--- config.mk ---
export PLATFORM = sky130hd
export DESIGN_NAME = alu_arb
export DESIGN_NICKNAME = d
export VERILOG_FILES = /design/src/rtl/alu_arb.sv
export SDC_FILE = /design/constraint.sdc
export NUM_CORES = 1
export LEC_CHECK = 0
export ABC_AREA = 1
export CORE_ASPECT_RATIO = 0.5
export CORE_MARGIN = 1
export CORE_UTILIZATION = 41
export CTS_CLUSTER_SIZE = 28
export DETAILED_ROUTE_END_ITERATION = 8
export PLACE_DENSITY = 0.91
export SETUP_SLACK_MARGIN = 0.3
export SYNTH_ARGS = -nofsm -noshare
export SYNTH_HDL_FRONTEND = slang
export SYNTH_SLANG_ARGS = --single-unit
--- constraint.sdc ---
create_clock -name clk -period 3.1 [get_ports clk]
set_clock_uncertainty 0.2 [all_clocks]
set_input_delay 0.31 -clock clk [delete_from_list [all_inputs] [get_ports clk]]
set_output_delay 0.31 -clock clk [all_outputs]
set_load 0.1 [all_outputs]
--- src/rtl/alu_arb.sv ---
// Round-robin arbiter/sequencer sharing one combinational saturating ALU between two
// requesters: grant, one issue cycle, then hold the captured response until acknowledged.
module alu_arb #(
  parameter int DW = 16
) (
  input  logic          clk,
  input  logic          rst,
  input  logic          req0,
  input  logic          req1,
  input  logic [2:0]    func0,
  input  logic [2:0]    func1,
  input  logic [DW-1:0] src0_0,
  input  logic [DW-1:0] src1_0,
  input  logic [DW-1:0] src0_1,
  input  logic [DW-1:0] src1_1,
  input  logic [3:0]    shamt0,
  input  logic [3:0]    shamt1,
  output logic          gnt0,
  output logic          gnt1,
  output logic          done0,
  output logic          done1,
  input  logic          ack0,
  input  logic          ack1,
  output logic [DW-1:0] res,
  output logic          res_ov,
  output logic          res_zr,
  output logic          res_neg,
  output logic [2:0]    alu_func,
  output logic [DW-1:0] alu_src0,
  output logic [DW-1:0] alu_src1,
  output logic [3:0]    alu_shamt,
  input  logic [DW-1:0] alu_dst,
  input  logic          alu_ov,
  input  logic          alu_zr,
  input  logic          alu_neg
);

  typedef enum logic [1:0] {IDLE, ISSUE, RESP} state_t;

  state_t        state;
  state_t        state_next;
  logic          prio;
  logic          owner;
  logic          sel;
  logic          grant;
  logic          owner_ack;
  logic [2:0]    op_func;
  logic [DW-1:0] op_src0;
  logic [DW-1:0] op_src1;
  logic [3:0]    op_shamt;

  // With both requesting, prio breaks the tie; otherwise the lone requester wins.
  always_comb begin
    sel       = (req0 && req1) ? prio : req1;
    grant     = (state == IDLE) && (req0 || req1) && !rst;
    owner_ack = owner ? ack1 : ack0;
  end

  always_ff @(posedge clk) begin
    if (rst) state <= IDLE;
    else     state <= state_next;
  end

  always_comb begin
    state_next = state;
    case (state)
      IDLE:    if (req0 || req1) state_next = ISSUE;
      ISSUE:   state_next = RESP;
      RESP:    if (owner_ack) state_next = IDLE;
      default: state_next = IDLE;
    endcase
  end

  always_comb begin
    gnt0  = grant && !sel;
    gnt1  = grant && sel;
    done0 = (state == RESP) && !owner && !rst;
    done1 = (state == RESP) && owner && !rst;
  end

  // Operand capture on grant, result capture at the end of the single issue cycle.
  always_ff @(posedge clk) begin
    if (rst) begin
      prio     <= 1'b0;
      owner    <= 1'b0;
      op_func  <= '0;
      op_src0  <= '0;
      op_src1  <= '0;
      op_shamt <= '0;
      res      <= '0;
      res_ov   <= 1'b0;
      res_zr   <= 1'b0;
      res_neg  <= 1'b0;
    end else begin
      if (grant) begin
        owner    <= sel;
        prio     <= !sel;
        op_func  <= sel ? func1  : func0;
        op_src0  <= sel ? src0_1 : src0_0;
        op_src1  <= sel ? src1_1 : src1_0;
        op_shamt <= sel ? shamt1 : shamt0;
      end
      if (state == ISSUE) begin
        res     <= alu_dst;
        res_ov  <= alu_ov;
        res_zr  <= alu_zr;
        res_neg <= alu_neg;
      end
    end
  end

  assign alu_func  = op_func;
  assign alu_src0  = op_src0;
  assign alu_src1  = op_src1;
  assign alu_shamt = op_shamt;

endmodule

==> results.py, run 1 <==
metrics = {
    "status": {
        "status": "finished, final reports clean",
    },
    "floorplanning": {
        "rows": 20,
        "die_h_um": 60.20,
        "die-area_um2": 7128,
        "die_w_um": 118.4,
        "coreArea_um2": 6306,
        "num_io_pins": 165,
        "start_util_pct": 44.05,
    },
    "logic_synthesis": {
        "synth_simple_gate_area_share_pct": 36.31,
        "synth.area.mux_share_pct": 0,
        "synth-warning-count": 0,
        "yosysSeqAreaShare_pct": 44.68,
        "ys_ff_latch": 62,
        "synth_xor_area_share_pct": 0,
        "synth-compound-area-share_pct": 11.17,
        "synth_nets": 516,
        "synth_top_family_by_area": "simple AND/OR/NAND/NOR gates",
        "syn_inst": 413,
        "yosys.area_share.adder_pct": 0,
        "ys_types": 17,
        "syn_area_per_cell_um2": 6.726,
        "syn_area_um2": 2778,
    },
    "cts": {
        "root_buffer": "clkbuf_16",
        "clk_latency_ps": 320,
        "cts_sinks": 62,
        "cts_htree_levels": 3,
        "hold_buffers": 0,
        "tritoncts": "done",
        "numCtsBuffers": 9,
        "cts_resized": 0,
        "clockBufferDepth": 2,
        "post_cts_buffers": 0,
        "cts.reportedPaths.clkPinSlew_ps": 50,
    },
    "timing": {
        "finalCriticalPeriod_ps": 2383,
        "worst_pin_slew_ps": 613.0,
        "fin_crit_sh_pct": 76.86,
        "fmax_mhz": 419.7,
        "finalSetupViolCount": 0,
        "rsz0062_at_grt": "no",
        "fin_setup_tns_ps": 0,
        "slew_violations": 0,
        "hold_viol": 0,
        "whs_ps": 262.8,
        "relSlewSlack_pct": 59.04,
    },
    "drt": {
        "via_per_inst": 5.078,
        "vias": 3326,
        "drtIter0Drc": 209,
        "ant_nets": 0,
        "route.detailed.drc": 0,
        "avgRoutedWirePerCell_um": 13.97,
        "dr.pass1.iters": 5,
        "wirelength_mm": 9.150,
    },
    "final_layout": {
        "fillers": 505,
        "mostFrequentLayoutCell": "nand2_1",
        "nets": 666,
        "multiInputGateArea_um2": 1331,
        "most-common-layout-cells": "nand2_1, clkdlybuf4s50_1, buf_4, dfxtp_1, nor2_1",
        "fin_area_um2": 4589,
        "area_growth_pct": 65.23,
        "insertedDiodeCount": 0,
        "drive_gt1_share_pct": 16.23,
        "seq_area_um2": 1241,
    },
    "global_route": {
        "grt_max_degree": 43,
        "grt_pass1_wl_mm": 14.08,
        "grt_pass1_vias": 2989,
        "grt_use_total_pct": 25.45,
        "grt_antenna_before_repair": 0,
        "grt_overflow": 0,
    },
    "power_and_ir_drop": {
        "ir_drop_uv": 371.5,
        "p_total_mw": 2.830,
        "pwr_density_cell_nw_per_um2": 616.7,
        "leakage_nw": 2.044,
    },
    "worst_setup_path": {
        "critPathKind": "input pin to output port",
        "crit_fanout": 22,
        "start_kind": "input pin",
        "cp.required_ps": 2590,
        "worstPathArrival_ps": 1870,
        "end_kind": "output port",
    },
    "run": {
        "maxCapViolCount": 0,
    },
    "placed_design": {
        "place_congestion": 0.7886,
        "dp_hpwl_mm": 6.008,
        "placedInstanceArea_um2": 4299,
        "io_buffers": 164,
    },
    "hold_path": {
        "hold_class": "flop to flop",
    },
}
cells by family after synthesis:
logic type	count (synthesis)
AO/OA/AOI/OAI	62
buffers and inverters	40
flip-flops	62
AND/OR/NAND/NOR	249
metal layers:
| metal | up-vias | share of wire, % | track usage [%] |
|---|---|---|---|
| met2 | 136 | 50 | 45.88 |
| met5 | - | 0 | 0 |
| met3 | 31 | 6.3 | 7.538 |
| li1 | 1621 | - | - |
| met1 | 1538 | 41 | 28.79 |
| met4 | 0 | 3.2 | 11.57 |
flip-flops by register name, indices dropped and copies added, names as in the netlist:
name,count
alu_src0,16
alu_shamt,4
prio,1
state,2
res_zr,1
res_ov,1
owner,1
res_neg,1
res,16
alu_src1,16
alu_func,3
through the flow:
step | cells | setup slack, ps | util (%)
floorplan | 413 | 394.3 | -
global placement | 640 | 734.2 | 68.17
detailed placement | 640 | 665.4 | 68.17
CTS | 655 | 712.6 | 72.78
global route | 655 | 602.1 | 72.78
finish | 655 | 717.4 | 72.78
critical path: stages:
cell	delay, ps
clkdlybuf4s50_1	430
inv_2	280
nand3_4	270
a21oi_1	350
buf_12	220
final cells by class:
| class | count | area share, % |
|---|---|---|
| repair buffers | 170 | 34.46 |
| multi-input cells | 311 | 29.01 |
| flip-flops and latches | 62 | 27.04 |
| clock buffers | 11 | 5.289 |
| well taps | 88 | 2.399 |
| clock inverters | 4 | 1.036 |
| inverters | 9 | 0.7634 |
report_power, final:
part / switching, mW / internal (mW) / total [mW]
clock: 0.335 / 0.635 / 0.970
sequential: 0.0374 / 0.865 / 0.902
combinational: 0.681 / 0.277 / 0.958
total: 1.05 / 1.78 / 2.83
synth_stat cells:
| master | n | area share [%] |
|---|---|---|
| nand2_1 | 162 | 22 |
| dfxtp_1 | 62 | 45 |
| nor2_1 | 42 | 5.7 |
| a21oi_1 | 41 | 7.4 |
| nand3_1 | 40 | 7.2 |
| o21ai_0 | 21 | 3.8 |
| buf_2 | 14 | 2.5 |
| clkbuf_1 | 8 | 1.1 |
| buf_4 | 5 | 1.4 |
| buf_6 | 4 | 1.6 |
| inv_1 | 4 | 0.54 |
| inv_2 | 4 | 0.54 |
| nor4_1 | 2 | 0.45 |
| clkinv_2 | 1 | 0.18 |
| nand2_2 | 1 | 0.23 |
| nand3_4 | 1 | 0.63 |
| nor2_2 | 1 | 0.23 |
worst paths after layout:
path / slack, ps / from / cells past startpoint / to
setup / recovery: 720 / rst / 5 / gnt0
hold / removal: 260 / alu_shamt[1]$_SDFFE_PP0P_ / 2 / alu_shamt[1]$_SDFFE_PP0P_
setup reg to reg: 1150 / state[0]$_SDFFE_PP0P_ / 5 / alu_src0[0]$_SDFFE_PP0P_
hold reg to reg: 260 / alu_shamt[1]$_SDFFE_PP0P_ / 2 / alu_shamt[1]$_SDFFE_PP0P_
No activity file was read; power rests on OpenSTA's default activity.
==> inputs of run 2 (changes only) <==
CORE_UTILIZATION = 38   (was 41)
PLACE_DENSITY = 0.85   (was 0.91)
clock period = 2.4 ns   (was 3.1 ns; I/O delays follow)
==> results.py, run 2 (synthesis results as in run 1) <==
metrics = {
    "status": {
        "status": "finished, final reports clean",
    },
    "worst_setup_path": {
        "crit_end": "gnt0",
        "worstPathArrival_ps": 1490,
        "r2r_start": "state[0]$_SDFFE_PP0P_",
        "start_kind": "input pin",
        "end_kind": "output port",
        "r2r_cells": 7,
        "crit_fanout": 9,
        "cp.required_ps": 1960,
        "critPathKind": "input pin to output port",
        "timing.rr.end": "alu_shamt[0]$_SDFFE_PP0P_",
        "r2r_slack_ps": 680,
        "critPathLaunch": "req1",
    },
    "final_layout": {
        "most-common-layout-cells": "nand2_1, clkdlybuf4s50_1, buf_4, dfxtp_1, nor2_1",
        "fin_area_um2": 4692,
        "area_growth_pct": 68.92,
        "drive_gt1_share_pct": 18.06,
        "mostFrequentLayoutCell": "nand2_1",
        "fin_util_pct": 68.16,
        "insertedDiodeCount": 0,
        "nets": 674,
    },
    "timing": {
        "finalCriticalPeriod_ps": 1926,
        "relSlewSlack_pct": 72.44,
        "slew_violations": 0,
        "hold_viol": 0,
        "finalSetupViolCount": 0,
        "fin_crit_sh_pct": 80.24,
        "worst_slack_ps": 474.3,
        "worst_pin_slew_ps": 413.4,
        "fmax_mhz": 519.3,
        "fin_setup_tns_ps": 0,
        "rsz0062_at_grt": "no",
    },
    "cts": {
        "cts_htree_levels": 3,
        "cts.reportedPaths.clkPinSlew_ps": 50,
        "root_buffer": "clkbuf_16",
        "hold_buffers": 0,
        "numCtsBuffers": 9,
        "clockBufferDepth": 2,
        "tritoncts": "done",
        "cts_sinks": 62,
        "clk_latency_ps": 330,
    },
    "global_route": {
        "use_met2_pct": 41.22,
        "grt_pass1_wl_mm": 14.21,
        "grt_antenna_before_repair": 0,
        "grt_busiest_layer": "met2",
        "grt_max_degree": 41,
        "grt_pass1_vias": 3073,
        "met1_usage_pct": 27.49,
        "met3_usage_pct": 6.296,
        "grt_use_total_pct": 23.68,
        "grt_overflow": 0,
    },
    "drt": {
        "dr.pass1.iters": 4,
        "vias": 3210,
        "wirelength_mm": 8.834,
        "ant_nets": 0,
        "via_per_inst": 4.805,
        "drtIter0Drc": 189,
        "avgRoutedWirePerCell_um": 13.22,
        "route.detailed.drc": 0,
    },
    "floorplanning": {
        "start_util_pct": 40.35,
        "rows": 21,
        "coreArea_um2": 6884,
        "die_w_um": 122.9,
        "die-area_um2": 7676,
        "die_h_um": 62.46,
        "num_io_pins": 165,
    },
    "power_and_ir_drop": {
        "pwr_density_cell_nw_per_um2": 791.2,
        "ir_drop_uv": 427.8,
        "p_total_mw": 3.712,
        "leakage_nw": 2.098,
    },
    "run": {
        "maxCapViolCount": 0,
    },
    "placed_design": {
        "post-place-ws_ps": 327.3,
        "io_buffers": 164,
        "dp_hpwl_mm": 6.270,
        "place_congestion": 0.7590,
        "placedInstanceArea_um2": 4348,
    },
    "hold_path": {
        "hold_class": "input pin to flop",
        "hold_depth": 3,
    },
}
## run 2: cell types whose count changed in the layout (fill, tap and decap cells not counted), sizes merged
cell           change
buf                +9
clkbuf             +1
clkdlybuf4s50      -1
clkinv             +1
clkinvlp           -1
## run 2: through the flow
stage	hold slack (ps)	std cells
global route	202.0	668
CTS	163.3	664
global placement	253.1	648
detailed placement	256.6	648
floorplan	206.7	413
finish	172.7	668
## run 2: final cells by class
cell class	instances	area, um2
Clock buffer	12	256.5
Clock inverter	4	45.04
Fill cell	586	2192
Inverter	9	35.03
Multi-Input combinational cell	311	1350
Sequential cell	62	1241
Tap cell	92	115.1
Timing Repair Buffer	178	1649
## run 2: power breakdown
part / leakage (nW) / switching, mW / internal, mW
Clock: 0.152 / 0.436 / 0.853
Combinational: 1.44 / 0.881 / 0.375
Sequential: 0.508 / 0.0497 / 1.12
Total: 2.10 / 1.37 / 2.35
## run 2: worst min path at each step
stage | endpoint | slack [ps] | startpoint
2_1_floorplan | res[0]$_SDFFE_PP0N_ | 210 | alu_dst[0]
3_3_place_gp | alu_src1[5]$_SDFFE_PP0P_ | 250 | alu_src1[5]$_SDFFE_PP0P_
3_5_place_dp | alu_src1[14]$_SDFFE_PP0P_ | 260 | alu_src1[14]$_SDFFE_PP0P_
4_1_cts | alu_src1[12]$_SDFFE_PP0P_ | 160 | rst
5_1_grt | alu_src1[9]$_SDFFE_PP0P_ | 200 | rst
6_report | alu_src1[12]$_SDFFE_PP0P_ | 170 | rst
## run 2: metal layers
metal / share of wire, % / up-vias
li1: - / 1628
met4: 2.6 / 0
met1: 44 / 1467
met2: 48 / 93
met3: 4.9 / 22
met5: 0 / -
## run 2: critical path: stages
cell and delay [ps]:
clkdlybuf4s50_1 570, inv_2 50, nand2_2 90, nand3_4 140, a21oi_4 190, buf_12 190
## run 2: repair_timing
item,CTS,global route
setup endpoints to repair,0,2
resized for setup,0,2
buffers inserted,0,4
==> inputs of run 3 (changes only) <==
clock period = 2 ns   (was 2.4 ns; I/O delays follow)
==> results.py, run 3 (synthesis results as in run 1) <==
metrics = {
    "worst_setup_path": {
        "crit_chain": "inv_2 -> nand2_4 -> nand2_4 -> buf_12 -> nor2_4 -> buf_12",
        "crit_fanout": 3,
        "critPathKind": "flop to output port",
        "end_kind": "output port",
        "start_kind": "flop",
        "slowest_delay_ps": 350,
        "cpMaxStageDelayCell": "dfxtp_2",
        "worstPathArrival_ps": 1340,
        "r2r_cells": 10,
        "cp.required_ps": 1600,
    },
    "floorplanning": {
        "die_h_um": 62.46,
        "die_w_um": 122.9,
        "start_util_pct": 40.35,
        "die-area_um2": 7676,
        "rows": 21,
        "num_io_pins": 165,
        "coreArea_um2": 6884,
    },
    "cts": {
        "cts_htree_levels": 3,
        "root_buffer": "clkbuf_16",
        "cts_sinks": 62,
        "cts.reportedPaths.clkPinSlew_ps": 60,
        "clockBufferDepth": 2,
        "clk_latency_ps": 330,
        "tritoncts": "done",
        "numCtsBuffers": 9,
    },
    "power_and_ir_drop": {
        "pwr_density_cell_nw_per_um2": 906.6,
        "ir_drop_uv": 500.7,
        "leakage_nw": 2.213,
        "p_total_mw": 4.450,
    },
    "final_layout": {
        "area_growth_pct": 76.71,
        "multiInputGateArea_um2": 1391,
        "fillers": 530,
        "mostFrequentLayoutCell": "nand2_1",
        "insertedDiodeCount": 0,
        "nets": 689,
        "seq_area_um2": 1251,
        "drive_gt1_share_pct": 20.85,
        "most-common-layout-cells": "nand2_1, clkdlybuf4s50_1, buf_4, dfxtp_1, nor2_1",
    },
    "global_route": {
        "grt_pass1_wl_mm": 16.42,
        "grt_use_total_pct": 27.84,
        "grt_overflow": 0,
        "grt_antenna_before_repair": 0,
        "grt_pass1_vias": 3468,
        "grt_max_degree": 28,
    },
    "timing": {
        "fin_setup_tns_ps": 0,
        "fmax_mhz": 576.1,
        "rsz0062_at_grt": "yes",
        "finalSetupViolCount": 0,
        "slew_violations": 0,
        "fin_crit_sh_pct": 86.79,
        "worst_pin_slew_ps": 325.0,
        "finalCriticalPeriod_ps": 1736,
        "relSlewSlack_pct": 78.30,
        "worst_slack_ps": 264.1,
        "hold_viol": 0,
        "whs_ps": 227.0,
    },
    "placed_design": {
        "post-place-ws_ps": 207.4,
        "io_buffers": 164,
        "place_congestion": 0.8116,
        "dp_hpwl_mm": 6.398,
    },
    "drt": {
        "dr.pass1.iters": 6,
        "drtIter0Drc": 171,
        "vias": 3462,
        "avgRoutedWirePerCell_um": 15.19,
        "ant_nets": 0,
        "route.detailed.drc": 0,
        "wirelength_mm": 10.36,
        "via_per_inst": 5.076,
    },
    "status": {
        "status": "finished, final reports clean",
    },
    "hold_path": {
        "hold_depth": 3,
        "hold_class": "input pin to flop",
    },
    "run": {
        "maxCapViolCount": 0,
    },
}
## run 3: layer usage
metal | up-vias | part of all wire (%) | GRT usage [%]
met5 | - | 0 | 0
met4 | 0 | 4.9 | 16.16
met3 | 59 | 7.2 | 8.759
met2 | 167 | 49 | 47.75
met1 | 1574 | 39 | 30.24
li1 | 1662 | - | -
## run 3: final cells by class
| cell class | instances | share of cell area, % |
|---|---|---|
| Timing Repair Buffer | 193 | 37.57 |
| Inverter | 9 | 0.7647 |
| Multi-Input combinational cell | 311 | 28.35 |
| Sequential cell | 62 | 25.49 |
| Clock buffer | 14 | 5.379 |
| Tap cell | 92 | 2.345 |
| Clock inverter | 1 | 0.1020 |
## run 3: through the flow
stage / util [%] / std cells / instance area, um2
2_1_floorplan: - / 413 / 2840
3_3_place_gp: 64.43 / 653 / 4436
3_5_place_dp: 64.43 / 653 / 4436
4_1_cts: 70.79 / 678 / 4873
5_1_grt: 71.30 / 682 / 4908
6_report: 71.30 / 682 / 4908
## run 3: worst paths after layout
path | start | end | slack, ps
hold reg to reg | alu_src1[5]$_SDFFE_PP0P_ | alu_src1[5]$_SDFFE_PP0P_ | 260
setup / recovery | prio$_SDFFE_PP0P_ | gnt1 | 260
hold / removal | rst | alu_src1[11]$_SDFFE_PP0P_ | 230
setup reg to reg | prio$_SDFFE_PP0P_ | alu_src1[14]$_SDFFE_PP0P_ | 320
## run 3: power by group
| group | switching (mW) | internal [mW] |
|---|---|---|
| Clock | 0.520 | 0.897 |
| Sequential | 0.0641 | 1.34 |
| Combinational | 1.11 | 0.520 |
## run 3: timing repair
action | 4_1_cts | 5_1_grt
setup buffers | 6 | 4
endpoints found under the setup margin | 4 | 24
pin swaps | 7 | 3
hold endpoints to repair | 1 | 0
hold buffers | 1 | 0
resized for setup | 9 | 5
gates cloned | 3 | 0
## run 3: worst max-delay path, delay by kind of cell (launching register included)
family	cells	cell delay, ps
buf+inv	3	370
simple gates	3	280
flops	1	350
